===== src/rtl/seg7_scan_decoder_if.sv =====
// Load-side bus for seg7_scan_decoder: display word, strobe and pending flag.
interface seg7_scan_decoder_if;
  logic [15:0] value;
  logic [3:0]  dp;
  logic [3:0]  digit_en;
  logic        load;
  logic        busy;

  modport master (output value, dp, digit_en, load, input busy);
  modport slave  (input value, dp, digit_en, load, output busy);
endinterface


===== src/rtl/seg7_scan_decoder.sv =====
// Four-digit multiplexed seven-segment driver with frame-synchronous data update.
// All display outputs are registered one cycle behind the cnt/idx/active state.
module seg7_scan_decoder #(
  parameter int REFRESH_DIV = 100000,
  parameter int BLANK_CYC   = 4
) (
  input  logic                 clk,
  input  logic                 rst_n,
  seg7_scan_decoder_if.slave   bus,
  output logic [3:0]           an,
  output logic [6:0]           seg,
  output logic                 dp_n,
  output logic [1:0]           digit_sel,
  output logic                 frame_tick
);
  localparam int CW = (REFRESH_DIV > 1) ? $clog2(REFRESH_DIV) : 1;

  typedef struct packed {
    logic [15:0] value;
    logic [3:0]  dp;
    logic [3:0]  en;
  } disp_t;

  logic [CW-1:0] cnt;
  logic [1:0]    idx;
  disp_t         pend, act, ld;
  logic          busy_q;
  logic          wrap, boundary, lit;
  logic [3:0]    nib, an_d;
  logic [6:0]    seg_d;

  assign ld       = {bus.value, bus.dp, bus.digit_en};
  assign wrap     = (cnt == CW'(REFRESH_DIV - 1));
  assign boundary = wrap && (idx == 2'd3);
  assign lit      = (cnt >= CW'(BLANK_CYC));
  assign bus.busy = busy_q;

  always_ff @(posedge clk or negedge rst_n) begin
    if (!rst_n) begin
      cnt <= '0;
      idx <= '0;
    end else if (wrap) begin
      cnt <= '0;
      idx <= idx + 2'd1;
    end else begin
      cnt <= cnt + CW'(1);
    end
  end

  // A strobe landing on the boundary bypasses pending and takes effect this frame.
  always_ff @(posedge clk or negedge rst_n) begin
    if (!rst_n) begin
      pend   <= '0;
      act    <= '0;
      busy_q <= 1'b0;
    end else if (boundary) begin
      if (bus.load)   act <= ld;
      else if (busy_q) act <= pend;
      busy_q <= 1'b0;
    end else if (bus.load) begin
      pend   <= ld;
      busy_q <= 1'b1;
    end
  end

  for (genvar k = 0; k < 4; k++) begin : g_an
    assign an_d[k] = ~((idx == 2'(k)) && lit && act.en[k]);
  end

  assign nib = act.value[{idx, 2'b00} +: 4];

  always_comb begin
    seg_d = 7'h7f;
    case (nib)
      4'h0: seg_d = 7'b1000000;
      4'h1: seg_d = 7'b1111001;
      4'h2: seg_d = 7'b0100100;
      4'h3: seg_d = 7'b0110000;
      4'h4: seg_d = 7'b0011001;
      4'h5: seg_d = 7'b0010010;
      4'h6: seg_d = 7'b0000010;
      4'h7: seg_d = 7'b1111000;
      4'h8: seg_d = 7'b0000000;
      4'h9: seg_d = 7'b0010000;
      4'ha: seg_d = 7'b0001000;
      4'hb: seg_d = 7'b0000011;
      4'hc: seg_d = 7'b1000110;
      4'hd: seg_d = 7'b0100001;
      4'he: seg_d = 7'b0000110;
      4'hf: seg_d = 7'b0001110;
      default: seg_d = 7'h7f;
    endcase
  end

  always_ff @(posedge clk or negedge rst_n) begin
    if (!rst_n) begin
      an         <= 4'hf;
      seg        <= 7'h7f;
      dp_n       <= 1'b1;
      digit_sel  <= 2'd0;
      frame_tick <= 1'b0;
    end else begin
      an         <= an_d;
      seg        <= seg_d;
      dp_n       <= ~act.dp[idx];
      digit_sel  <= idx;
      frame_tick <= (cnt == '0) && (idx == 2'd0);
    end
  end
endmodule


===== src/flat_wrapper.sv =====
// flat-port wrapper written by rule: the top's interface ports become plain ports
module seg7_scan_decoder_flat 
#(
  parameter int REFRESH_DIV = 100000,
  parameter int BLANK_CYC   = 4
)
  (clk, rst_n, an, seg, dp_n, digit_sel, frame_tick, bus_value, bus_dp, bus_digit_en, bus_load, bus_busy);
  seg7_scan_decoder_if bus_i ();
  input  logic clk;
  input  logic rst_n;
  output logic [3:0] an;
  output logic [6:0] seg;
  output logic dp_n;
  output logic [1:0] digit_sel;
  output logic frame_tick;
  input wire logic [$bits(bus_i.value)-1:0] bus_value;
  input wire logic [$bits(bus_i.dp)-1:0] bus_dp;
  input wire logic [$bits(bus_i.digit_en)-1:0] bus_digit_en;
  input wire logic [$bits(bus_i.load)-1:0] bus_load;
  output wire logic [$bits(bus_i.busy)-1:0] bus_busy;
  assign bus_i.value = bus_value;
  assign bus_i.dp = bus_dp;
  assign bus_i.digit_en = bus_digit_en;
  assign bus_i.load = bus_load;
  assign bus_busy = bus_i.busy;
  seg7_scan_decoder #(.REFRESH_DIV(REFRESH_DIV), .BLANK_CYC(BLANK_CYC)) u_core (.clk(clk), .rst_n(rst_n), .bus(bus_i), .an(an), .seg(seg), .dp_n(dp_n), .digit_sel(digit_sel), .frame_tick(frame_tick));
endmodule

===== config.mk =====
export PLATFORM = sky130hd
export DESIGN_NAME = seg7_scan_decoder_flat
export DESIGN_NICKNAME = d
export VERILOG_FILES = /design/src/rtl/seg7_scan_decoder_if.sv /design/src/rtl/seg7_scan_decoder.sv /design/src/flat_wrapper.sv
export SDC_FILE = /design/constraint.sdc
export NUM_CORES = 1
export LEC_CHECK = 0
export CAP_MARGIN = 20
export CELL_PAD_IN_SITES_DETAIL_PLACEMENT = 1
export CELL_PAD_IN_SITES_GLOBAL_PLACEMENT = 2
export CORE_MARGIN = 2
export CORE_UTILIZATION = 38
export CTS_CLUSTER_SIZE = 28
export DETAILED_ROUTE_END_ITERATION = 10
export HOLD_SLACK_MARGIN = 0.02
export PLACE_DENSITY = 0.9
export SYNTH_ARGS = -nofsm -noshare
export SYNTH_HDL_FRONTEND = slang
export SYNTH_SLANG_ARGS = --single-unit

===== constraint.sdc =====
create_clock -name clk -period 2.9 [get_ports clk]
set_clock_uncertainty 0.05 [all_clocks]
set_input_delay 0.58 -clock clk [delete_from_list [all_inputs] [get_ports clk]]
set_output_delay 0.58 -clock clk [all_outputs]
set_load 0.005 [all_outputs]

# ---- Word level (Yosys, flattened, before mapping)
# Memory sizes are Yosys's and may differ from the RTL's. A register that Yosys moved wholly into a read port is not among the register bits.
# Cells that the tools add are included.
dict set report op_classes {
  add_sub_neg 2
  order_cmp 2
  eq_ne 4
  shift 1
  muxes 7
  n_bitwise 6
  reduce_logical 17
}
# cell n
set ops {}
lappend ops {{$mux 24} 2}
lappend ops {{$add 17x1->17 const B} 1}
lappend ops {{$eq 17x17->1 const B} 1}
lappend ops {{$ge 17x3->1 const B} 1}
lappend ops {{$logic_not 17->1} 1}
lappend ops {{$mux 17} 1}
lappend ops {{$shiftx 16x5->4} 1}
lappend ops {{$logic_and 1x1->1} 10}
lappend ops {{$not 1->1} 6}
lappend ops {{$eq 2x2->1 const B} 2}
lappend ops {{$reduce_and 2->1} 2}
lappend ops {{$reduce_bool 2->1} 2}
lappend ops {{$lt 2x3->1 const B} 1}
lappend ops {{$mux 1} 3}
lappend ops {{$add 2x1->2 const B} 1}
lappend ops {{$bmux 1 s2} 1}
lappend ops {{$eq 2x1->1 const B} 1}
lappend ops {{$logic_not 2->1} 1}
lappend ops {{$logic_not 1->1} 1}
dict set report totals {
  regBits 76
  mem_bits_ro 112
  output_inout_bits 16
  elab_cells 53
  memories 1
}
# memory depth width read_ports rd_ports_with_merged_regs write_ports line_no
set memory_table {}
lappend memory_table {{(name not given)} 16 7 1 1 0 seg7_scan_decoder.sv:74} ;# case (nib)

# ---- Longest topological paths before layout
dict set report depth {
  word_depth 4
  mapped_depth 8
  ltp_nobuf 7
}

# ---- Least setup slack after synthesis
# No wires, ideal clock.
dict set report synth_timing {
  path_type {flip-flop to flip-flop}
  startpoint {register u_core.cnt[6]}
  endpoint {register u_core.pend[12] (netlist name)}
  arrival_time_ns 2.300
  t_required_ns 2.723
  setup_slack_ns 0.422
  stages_incl_launch_ff 8
  n_path_buf 2
  path_cell_list {dfrtp_1 or4_4 or4_4 nor3_4 nor2b_1 buf_2 buf_6 mux2_1}
}
dict set report synth_via {
  elab_chain_cells 4
}
# item line_no
set synth_lines {}
lappend synth_lines {{from (decl)} seg7_scan_decoder.sv:24} ;# logic [CW-1:0] cnt;
lappend synth_lines {{from (signal assigned)} seg7_scan_decoder.sv:46} ;# cnt <= cnt + CW'(1);
lappend synth_lines {{$eq 17x17->1} seg7_scan_decoder.sv:33} ;# assign wrap = (cnt == CW'(REFRESH_DIV - 1));
lappend synth_lines {{$logic_and 1x1->1} seg7_scan_decoder.sv:34} ;# assign boundary = wrap && (idx == 2'd3);
lappend synth_lines {{$not 1->1 (no source line)} n/a}
lappend synth_lines {{$reduce_and 2->1 (no source line)} n/a}
lappend synth_lines {{to (signal assigned)} seg7_scan_decoder.sv:61} ;# pend <= ld;
lappend synth_lines {{to (decl)} seg7_scan_decoder.sv:26} ;# disp_t pend, act, ld;
# Every way passes these cells.
# A chain may end at the register's enable or synchronous reset.

# ---- Final worst setup path
dict set report layout_timing {
  startpoint {register u_core.cnt[11]}
  endpoint {register u_core.act[12] (netlist name)}
}
dict set report layout_via {
  elab_chain_cells 3
}
# item line_no
set layout_lines {}
lappend layout_lines {{$eq 17x17->1} seg7_scan_decoder.sv:33}
lappend layout_lines {{$logic_and 1x1->1} seg7_scan_decoder.sv:34}
lappend layout_lines {{$reduce_and 2->1 (no source line)} n/a}
lappend layout_lines {{to (signal assigned)} seg7_scan_decoder.sv:57} ;# if (bus.load) act <= ld;
lappend layout_lines {{to (signal assigned)} seg7_scan_decoder.sv:58} ;# else if (busy_q) act <= pend;
lappend layout_lines {{to (decl)} seg7_scan_decoder.sv:26}
# Every way passes these cells.

==> out/qor.log <==
[route] Routed Wire Length 9060 µm
[timing] Max transition margin 34.9%
[yosys] post-synthesis cell type with the largest combined area dfrtp_1
[outcome] run status finished clean
[yosys] YS warnings 0
[route] total number of vias 2,818
[worst_hold_path] Min-Delay Path Class input pin to async pin
[worst_setup_path] type of destination of the critical path flop
[placed_design] last weighted congestion value of the routability-driven placer 0.723
[clock_tree] clock sink count 83
[placed_design] number of I/O port buffers 42
[grt] via count of the first global-routing pass 2,953
[clock_tree] clock-pin slew of the registers on the worst-case setup and hold paths 80 ps
[final_layout] synthesis-to-finish area growth 19.6%
[route] number of optimization iterations in the first detailed-route pass 4
[worst_setup_path] Arr. time, crit path 2990 ps
[yosys] Mapped Nets 378
[yosys] Post-synth ARST share 100%
[route] residual antenna-violating net count after detailed routing 0
[grt] number of antenna violations at the first check in global routing 0
[floorplan] area enclosed by the die boundary 11,200 µm²
[clock_tree] Max Root-Sink Buffers 2
[grt] total grt overflow 0
[worst_setup_path] endpoint required time on the critical path 3090 ps
[final_layout] number of diodes 0
[worst_setup_path] path type of the worst setup path flop to flop
[route] via density per instance 5.41
[timing] transition time at the pin with the least slew margin 976 ps
[timing] Final Hold Viols 0
[clock_tree] Post CTS Setup Buffer Count 0
[route] DRC violation count after routing 0
[floorplan] height of the die 106 µm
[yosys] sequential fraction of the synthesis area 52.9%
[placed_design] post-detailed-placement half-perimeter wirelength 6180 µm
[yosys] number of flops mapped to enable cells by yosys 0
[final_layout] Final nets 419
[worst_setup_path] worst setup path startpoint u_core.cnt[11]$_DFF_PN0_
[timing] setup repair after global routing missed its margin no
[floorplan] core outline area 10,200 µm²
[route] WL/cell 17.4 µm
[clock_tree] clock latency on the worst-skew pair 360 ps
[yosys] Netlist Area Pre-Place 3960 µm²
[floorplan] die width 106 µm
[yosys] flip-flop and latch count after synthesis 83
[power_and_ir_drop] power density cells 474 nW/µm²
[grt] GRT Util Overall 17.7%
[yosys] average footprint of a synthesized cell 11.7 µm²
[yosys] ranking of synthesized cells by area dfrtp_1, dfstp_2, mux2_2
[final_layout] final std cell area, no fill 4730 µm²
[timing] maximum operating frequency 358 MHz
[yosys] Primary FF master, synth dfrtp_1
[clock_tree] TritonCTS clock tree built
[timing] total negative setup slack 0 ps
[clock_tree] number of buffers created by CTS 9
[timing] fin crit share 96.4%
[timing] final setup vio count 0
[final_layout] share of layout cells above drive strength 1 24.9%
[grt] global-route wire length before repair 15,500 µm
[power_and_ir_drop] standby leakage power 0.00196 µW
[worst_setup_path] crit path launch type flop
[floorplan] Placement Rows 37
[grt] pin count of the biggest net entering global routing 78
[worst_setup_path] launching point of the worst reg2reg path u_core.cnt[11]$_DFF_PN0_
[clock_tree] CTS H-tree lvls 3
[power_and_ir_drop] maximum vdd ir drop 208 µV
[route] DRC marker count from the first detailed-route iteration 149
[floorplan] initial cell density of the core 38.7%
[timing] post-layout minimum cycle time 2800 ps
[clock_tree] clock root buffer master clkbuf_8
[job] max_cap viols 0
[yosys] number of instances in the synthesized netlist 339
[timing] max-slew violation count 0
[worst_setup_path] worst-path maximum fanout 26
[placed_design] post-detailed-placement cell area 4520 µm²
[yosys] synth unique cells 39
[yosys] share of Yosys cell area claimed by the top area cell type 44.9%
[floorplan] IO Count 43
[layer usage]
metal / wire length, µm / vias up / track usage [%] / share of wire, %
met2: 4510 / 41 / 28.6 / 50
met1: 4160 / 1450 / 24.0 / 46
met5: 0 / - / 0 / 0
met3: 216 / 13 / 2.58 / 2.4
met4: 167 / 0 / 7.42 / 1.8
li1: - / 1314 / - / -
[flip-flops by register name, indices dropped and copies added, names as in the netlist]
register	cells
u_core.act	24
u_core.pend	24
u_core.cnt	17
u_core.seg	7
u_core.an	4
u_core.digit_sel	2
u_core.idx	2
u_core.bus.busy	1
u_core.dp_n	1
u_core.frame_tick	1
[area by class of cell]
cell class,instances,area [µm²]
Multi-Input combinational cell,226,1740
Timing Repair Buffer,51,485
Fill cell,1090,5500
Inverter,9,33.8
Sequential cell,83,2090
Tap cell,136,170
Clock inverter,5,77.6
Clock buffer,11,131
[critical path, stage by stage (launching register included)]
cell	delay (ps)
dfrtp_1	460
or4_4	560
or4_4	460
nor3_4	210
buf_4	340
nand2_1	110
buf_4	220
o221a_2	260
[synthesized netlist by cell type (2+ instances only)]
library cell   n
nor2b_1        5
nor3_1        19
dfrtp_1       71
xor2_1         8
mux4_2         5
o221a_2       24
clkbuf_1      17
dfstp_2       12
buf_6          2
nand3_1       10
xnor2_1        8
and2_1         2
and3_1         2
nand2_1       21
or4_4          2
o21a_1         2
nor2_1        31
ha_1          12
mux2_2        25
or2_2          2
inv_1          9
nand4_1        5
o21ai_0        4
nor4_1         3
o32a_1         8
and4_1         2
a21oi_1       16
[layout by cell type, fill, tap and decap left out, types with 3 or more instances in the layout]
cell type,netlist,routed
a21oi_1,16,16
mux4_2,5,5
dfrtp_1,71,71
xor2_1,8,8
o32a_1,8,8
o21ai_0,4,4
nor2_1,31,31
clkdlybuf4s50_1,0,41
inv_1,9,9
nand3_1,10,10
nand2_1,21,21
buf_4,0,10
clkbuf_8,0,9
nor3_1,19,19
ha_1,12,12
nor4_1,3,3
nor2b_1,5,4
nand4_1,5,5
xnor2_1,8,8
o221a_2,24,24
mux2_2,25,25
dfstp_2,12,12
[where the power goes]
| part | switching, µW | leakage (µW) | internal, µW | total (µW) |
|---|---|---|---|---|
| combinational | 61.3 | 0.000817 | 67.1 | 128 |
| clock | 422 | 0.000103 | 483 | 905 |
| sequential | 17.2 | 0.00104 | 1190 | 1210 |
[cells by family after synthesis]
logic type	synth area share (%)
compound gates	12.7
xor+xnor	3.54
fa+ha+maj	3.80
buf+inv	3.26
flops	52.9
mux	10.2
simple gates	13.6
[repair_timing]
action	CTS	global route
resized for setup	0	1
endpoints found under the hold margin	0	0
setup endpoints to repair	0	7
hold buffers	0	0
[stage by stage]
stage | total power (µW) | cells | hold slack, ps | utilization [%] | setup WS, ps
after global routing | 2340 | 521 | 394 | 46.3 | 11.8
after floorplan | 1280 | 339 | 234 | - | 422
after CTS | 2260 | 521 | 365 | 46.2 | 142
after detailed placement | 1360 | 505 | 416 | 44.2 | 153
final | 2240 | 521 | 299 | 46.3 | 104
after global placement | 1360 | 505 | 403 | 44.2 | 251
[worst paths after layout]
path,end,slack (ps),depth (start not counted)
worst min-delay path,u_core.cnt[3]$_DFF_PN0_,300,1
max in group asynchronous,u_core.seg[4]$_DFF_PN1_,1740,2
worst max-delay path,u_core.act[12]$_DFFE_PN0P_,100,7
worst min register to register,u_core.an[3]$_DFF_PN1_,430,1
worst max register to register,u_core.act[12]$_DFFE_PN0P_,100,7
min in group clk,u_core.an[3]$_DFF_PN1_,430,1
Note: power is estimated with default switching activity, not from simulation.
